File: config.mk
export PLATFORM = sky130hd
export DESIGN_NAME = fifo_stream_drain
export DESIGN_NICKNAME = d
export VERILOG_FILES = /design/src/rtl/fifo_stream_drain.sv
export SDC_FILE = /design/constraint.sdc
export NUM_CORES = 1
export LEC_CHECK = 0
export CORE_ASPECT_RATIO = 2
export CORE_MARGIN = 2
export CORE_UTILIZATION = 41
export CTS_CLUSTER_SIZE = 30
export DETAILED_ROUTE_END_ITERATION = 16
export MAX_ROUTING_LAYER = met4
export PLACE_DENSITY_LB_ADDON = 0.1
export SLEW_MARGIN = 5
export SYNTH_ARGS = -nofsm -noshare
export SYNTH_HDL_FRONTEND = slang
export SYNTH_SLANG_ARGS = --single-unit
File: constraint.sdc
create_clock -name rd_clk -period 10.5 [get_ports rd_clk]
set_clock_uncertainty 0.2 [all_clocks]
set_input_delay 3.15 -clock rd_clk [delete_from_list [all_inputs] [get_ports rd_clk]]
set_output_delay 3.15 -clock rd_clk [all_outputs]
set_load 0.005 [all_outputs]
File: src/rtl/fifo_stream_drain.sv
// Drains an async FIFO's read side into a valid/ready stream, framing beats into
// fixed-length packets and counting completed packets.
module fifo_stream_drain #(
  parameter int DATA_WIDTH = 32,
  parameter int PKT_LEN    = 8
) (
  input  logic                  rd_clk,
  input  logic                  rd_rst,
  input  logic                  fifo_empty,
  output logic                  fifo_rd_en,
  input  logic [DATA_WIDTH-1:0] fifo_rd_data,
  output logic                  m_valid,
  input  logic                  m_ready,
  output logic [DATA_WIDTH-1:0] m_data,
  output logic                  m_last,
  output logic [15:0]           pkt_count
);

  localparam logic [15:0] LAST_BEAT = 16'(PKT_LEN - 1);

  logic [DATA_WIDTH-1:0] buf_q [3];
  logic [1:0]  head_q, head_d, count_q, count_d, tail;
  logic        inflight_q;
  logic [15:0] beat_q, beat_d, pkt_q, pkt_d;
  logic [2:0]  occ;
  logic        push, pop;

  // Ring index arithmetic over the 3 buffer slots; inputs never sum past 5.
  function automatic logic [1:0] wrap_add(input logic [1:0] a, input logic [1:0] b);
    logic [2:0] s;
    s = {1'b0, a} + {1'b0, b};
    return (s >= 3'd3) ? 2'(s - 3'd3) : s[1:0];
  endfunction

  // Credit check counts the word already in flight so the buffer can never overrun.
  assign occ        = {1'b0, count_q} + {2'b00, inflight_q};
  assign fifo_rd_en = !rd_rst && !fifo_empty && (occ < 3'd3);

  assign m_valid   = !rd_rst && (count_q != 2'd0);
  assign m_data    = m_valid ? buf_q[head_q] : '0;
  assign m_last    = m_valid && (beat_q == LAST_BEAT);
  assign pkt_count = pkt_q;

  assign push = inflight_q;
  assign pop  = m_valid && m_ready;
  assign tail = wrap_add(head_q, count_q);

  always_comb begin
    count_d = count_q;
    if (push && !pop)      count_d = count_q + 2'd1;
    else if (!push && pop) count_d = count_q - 2'd1;
    head_d = pop ? wrap_add(head_q, 2'd1) : head_q;
    beat_d = beat_q;
    pkt_d  = pkt_q;
    if (pop) begin
      beat_d = m_last ? 16'd0 : beat_q + 16'd1;
      if (m_last) pkt_d = pkt_q + 16'd1;
    end
  end

  always_ff @(posedge rd_clk) begin
    if (rd_rst) begin
      count_q    <= 2'd0;
      head_q     <= 2'd0;
      inflight_q <= 1'b0;
      beat_q     <= 16'd0;
      pkt_q      <= 16'd0;
    end else begin
      count_q    <= count_d;
      head_q     <= head_d;
      inflight_q <= fifo_rd_en;
      beat_q     <= beat_d;
      pkt_q      <= pkt_d;
    end
  end

  // Payload storage is not reset; occupancy alone decides what is visible.
  always_ff @(posedge rd_clk) begin
    if (push) buf_q[tail] <= fifo_rd_data;
  end

endmodule

==> metrics.md <==
| Metric | Value |
|---|---|
| Outcome | completed |
| Arrival @ worst endpoint | 5540 ps |
| Remaining DRCs | 0 |
| Sw power | 0.3343 mW |
| Max Root-Sink Buffers | 2 |
| N_diodes | 0 |
| Max-slew headroom | 22.22% |
| Syn Nets | 519 |
| DR WL met3 | 485 um |
| Sequential power share | 45.8% |
| Syn Inst Count | 474 |
| Clock share of power | 41.3% |
| Met2 Routed Length | 6.550 mm |
| Pwr per Cell Area | 194.7 nW/um2 |
| Cell with the most instances on the worst path | clkdlybuf4s50_1 |
| I/O pins | 87 |
| Static leakage | 2.395 nW |
| Worst Path Max Fanout | 35 |
| DR top layer | met4 |
| Via-to-Cell Ratio | 5.388 |
| RSZ-0062 raised after global routing | false |
| Most common cell in the synthesized netlist | edfxtp_1 |
| GRT Overall Usage | 17.30% |
| Initial drt markers | 209 |
| CTS resizes | 0 |
| Final-stage net count | 603 |
| WP buf/inv | 3 |
| Row count | 60 |
| Wirelength per Cell | 16.43 um |
| Synth cell count leaders | edfxtp_1 (96), nor2_1 (74), a21oi_1 (57), dfxtp_1 (39), mux2i_1 (33) |
| Clk root buf | clkbuf_16 |
| Worst slew pin tran | 1167 ps |
| Async SR Flop Fraction | 0% |
| Synthesis Warnings | 0 |
| Req. time, crit path | 7150 ps |
| Layout Area Growth over Synthesis | 28.07% |
| First-pass GRT wire length | 18.95 mm |
| Setup Fix Bufs, Post-CTS | 0 |
| Final instance area | 7238 um2 |
| Max-slew violation count | 0 |
| Met1 WL | 4.508 mm |
| Initial Util | 42.06% |
| Critical path's slowest cell | or3_1 |
| CP Launch Type | input pin |
| Setup TNS | 0 ps |
| FF+latch count, synth | 135 |
| Area contributors post-synth | edfxtp_1 (51%), dfxtp_1 (14%), mux2i_1 (5.8%), a21oi_1 (5.0%), nor2_1 (4.9%) |
| Setup violators final | 0 |
| Synth top area share | 51.01% |
| Vert. Die Dim | 170.0 um |
| Overflow after GRT | 0 |
| Vias in the first global route | 3948 |
| Crit end category | output pin |
| Hold Path Class | flop to flop |
| Placed cell area | 6651 um2 |
| Logic pwr share | 12.9% |
| CTS sink cnt | 135 |
| First drt pass iteration count | 4 |
| Ys flop type | edfxtp_1 |
| CTS Hold Bufs | 0 |
| Area leader, netlist | edfxtp_1 |
| Layout cells sized above 1 | 7.356% |
| Antenna Violating Nets Remaining | 0 |
| Worst-Skew Late Latency | 410 ps |
| Pin count of the biggest net entering global routing | 65 |
| Fin crit share | 84.71% |
| Max VDD drop | 0.1018 mV |
| Post-synth cell types | 36 |
| Antenna violations before repair | 0 |
| Vias after detailed routing | 3912 |
| Register area share after synthesis | 64.82% |
| Final Critical Period | 8894 ps |
| Core ar. | 13440 um2 |
| Placed wire-length estimate | 7.720 mm |
| CTS clk-pin slew, worst paths | 60 ps |
| CP delay by family, top | buffers and inverters |
| Internal | 1.075 mW |
| CTS buffer count | 17 |
| H-tree level count | 4 |
| Peak per-stage delay on the critical path | 740 ps |
| Switch share | 23.72% |
| Fmax | 112.4 MHz |
| Port Buffers | 86 |
| Final GP Congestion | 0.8079 |
| Die W | 87.02 um |
| EDFF count, synth | 96 |
| Kind of critical path | input pin to output pin |
| Netlist Area Pre-Place | 5652 um2 |
| Syn_area_per_cell | 11.92 um2 |
| Crit-path cells | clkdlybuf4s50_1 -> o21bai_2 -> buf_4 -> or3_1 -> nor2_1 -> clkdlybuf4s50_1 |
| DRT Wirelength | 11.93 mm |
| CTS tree | done |
| Max-cap violations | 0 |
| Die area | 14800 um2 |
| Final hold violation count | 0 |
[power groups by stage]
stage / Sequential (mW) / Combinational (mW) / Clock (mW)
floorplan: 0.639 / 0.119 / 0
global placement: 0.656 / 0.182 / 0
detailed placement: 0.657 / 0.186 / 0
CTS: 0.647 / 0.187 / 0.596
global route: 0.650 / 0.204 / 0.618
finish: 0.646 / 0.182 / 0.582
[path summary, 6_finish.rpt]
path	start	endpoint	slack (ps)	cells after the start
max	rd_rst	m_last	1610	6
min	pkt_count[15]	pkt_count[15]	280	2
max reg2reg	beat_q[0]	beat_q[5]	7170	5
min reg2reg	pkt_count[15]	pkt_count[15]	280	2
[worst reg2reg max path, delay by kind of cell (launching register included)]
kind	cells	cell delay, ps
simple gates	3	1410
flops	1	360
fa+ha+maj	1	200
compound gates	1	1020
[final cells by class]
type	count	area (um2)
well taps	155	193.9
multi-input cells	300	1848
inverters	14	52.55
repair buffers	90	890.9
clock buffers	18	429.2
flip-flops and latches	135	3666
clock inverters	14	157.7
fillers	1183	6200
[cell usage in the layout, fill, tap and decap left out, types with 2 or more instances in the layout]
| master | netlist | routed |
|---|---|---|
| edfxtp_1 | 96 | 96 |
| clkdlybuf4s50_1 | 0 | 86 |
| nor2_1 | 74 | 74 |
| a21oi_1 | 57 | 57 |
| dfxtp_1 | 39 | 37 |
| mux2i_1 | 33 | 33 |
| clkbuf_16 | 0 | 17 |
| or3_1 | 15 | 15 |
| nand2_1 | 14 | 14 |
| inv_1 | 13 | 13 |
| or4_1 | 13 | 13 |
| o21ai_0 | 13 | 13 |
| o31ai_1 | 12 | 12 |
| nand4_1 | 11 | 11 |
| nand3_1 | 10 | 10 |
| ha_1 | 8 | 8 |
| xor2_1 | 6 | 6 |
| and2_1 | 5 | 5 |
| and3_1 | 5 | 5 |
| clkinv_2 | 0 | 5 |
| clkinvlp_4 | 0 | 4 |
| buf_4 | 0 | 4 |
| nor4_1 | 3 | 3 |
| and4_1 | 3 | 3 |
| bufinv_16 | 0 | 3 |
| clkinv_1 | 1 | 2 |
| a2111oi_0 | 2 | 2 |
| xnor2_1 | 2 | 2 |
| nor2b_1 | 3 | 2 |
| mux2_2 | 2 | 2 |
| dfxtp_2 | 0 | 2 |
[sequential cells by signal (all words and copies together), names as in the netlist, named ones only]
name and flops:
pkt_count 16, count_q 2, buf_q 96, inflight_q 1
beat_q 16, head_q 2
[layer usage]
| layer | up-vias | GRT usage [%] |
|---|---|---|
| li1 | 1930 | - |
| met1 | 1863 | 17.02 |
| met2 | 94 | 30.60 |
| met3 | 25 | 4.025 |
| met4 | 0 | 9.239 |
| met5 | - | - |
[kinds of logic (layout without fill, tap and decap cells)]
| logic type | after synthesis | after routing | share of synthesized area (%) |
|---|---|---|---|
| xor gates and xnor gates | 8 | 8 | 1.240 |
| adders and majority gates | 9 | 9 | 2.125 |
| DFF | 135 | 135 | 64.82 |
| buffers and inverters | 39 | 136 | 2.767 |
| muxes | 35 | 35 | 6.243 |
| AOI/OAI and AO/OA | 88 | 88 | 8.656 |
| and+or+nand+nor | 160 | 160 | 14.15 |
[metrics by stage]
| stage | util, % | total power [mW] | worst slack [ps] | hold slack, ps | std cells |
|---|---|---|---|---|---|
| after CTS | 53.86 | 1.429 | 1584 | 283.0 | 726 |
| final | 53.86 | 1.409 | 1606 | 282.7 | 726 |
| after global placement | 49.50 | 0.8380 | 1626 | 269.2 | 694 |
| after detailed placement | 49.50 | 0.8433 | 1582 | 268.8 | 694 |
| after global routing | 53.86 | 1.472 | 1400 | 317.9 | 726 |
| after floorplan | - | 0.7583 | 2593 | 253.5 | 474 |
Power figures use the tool's default switching activity.
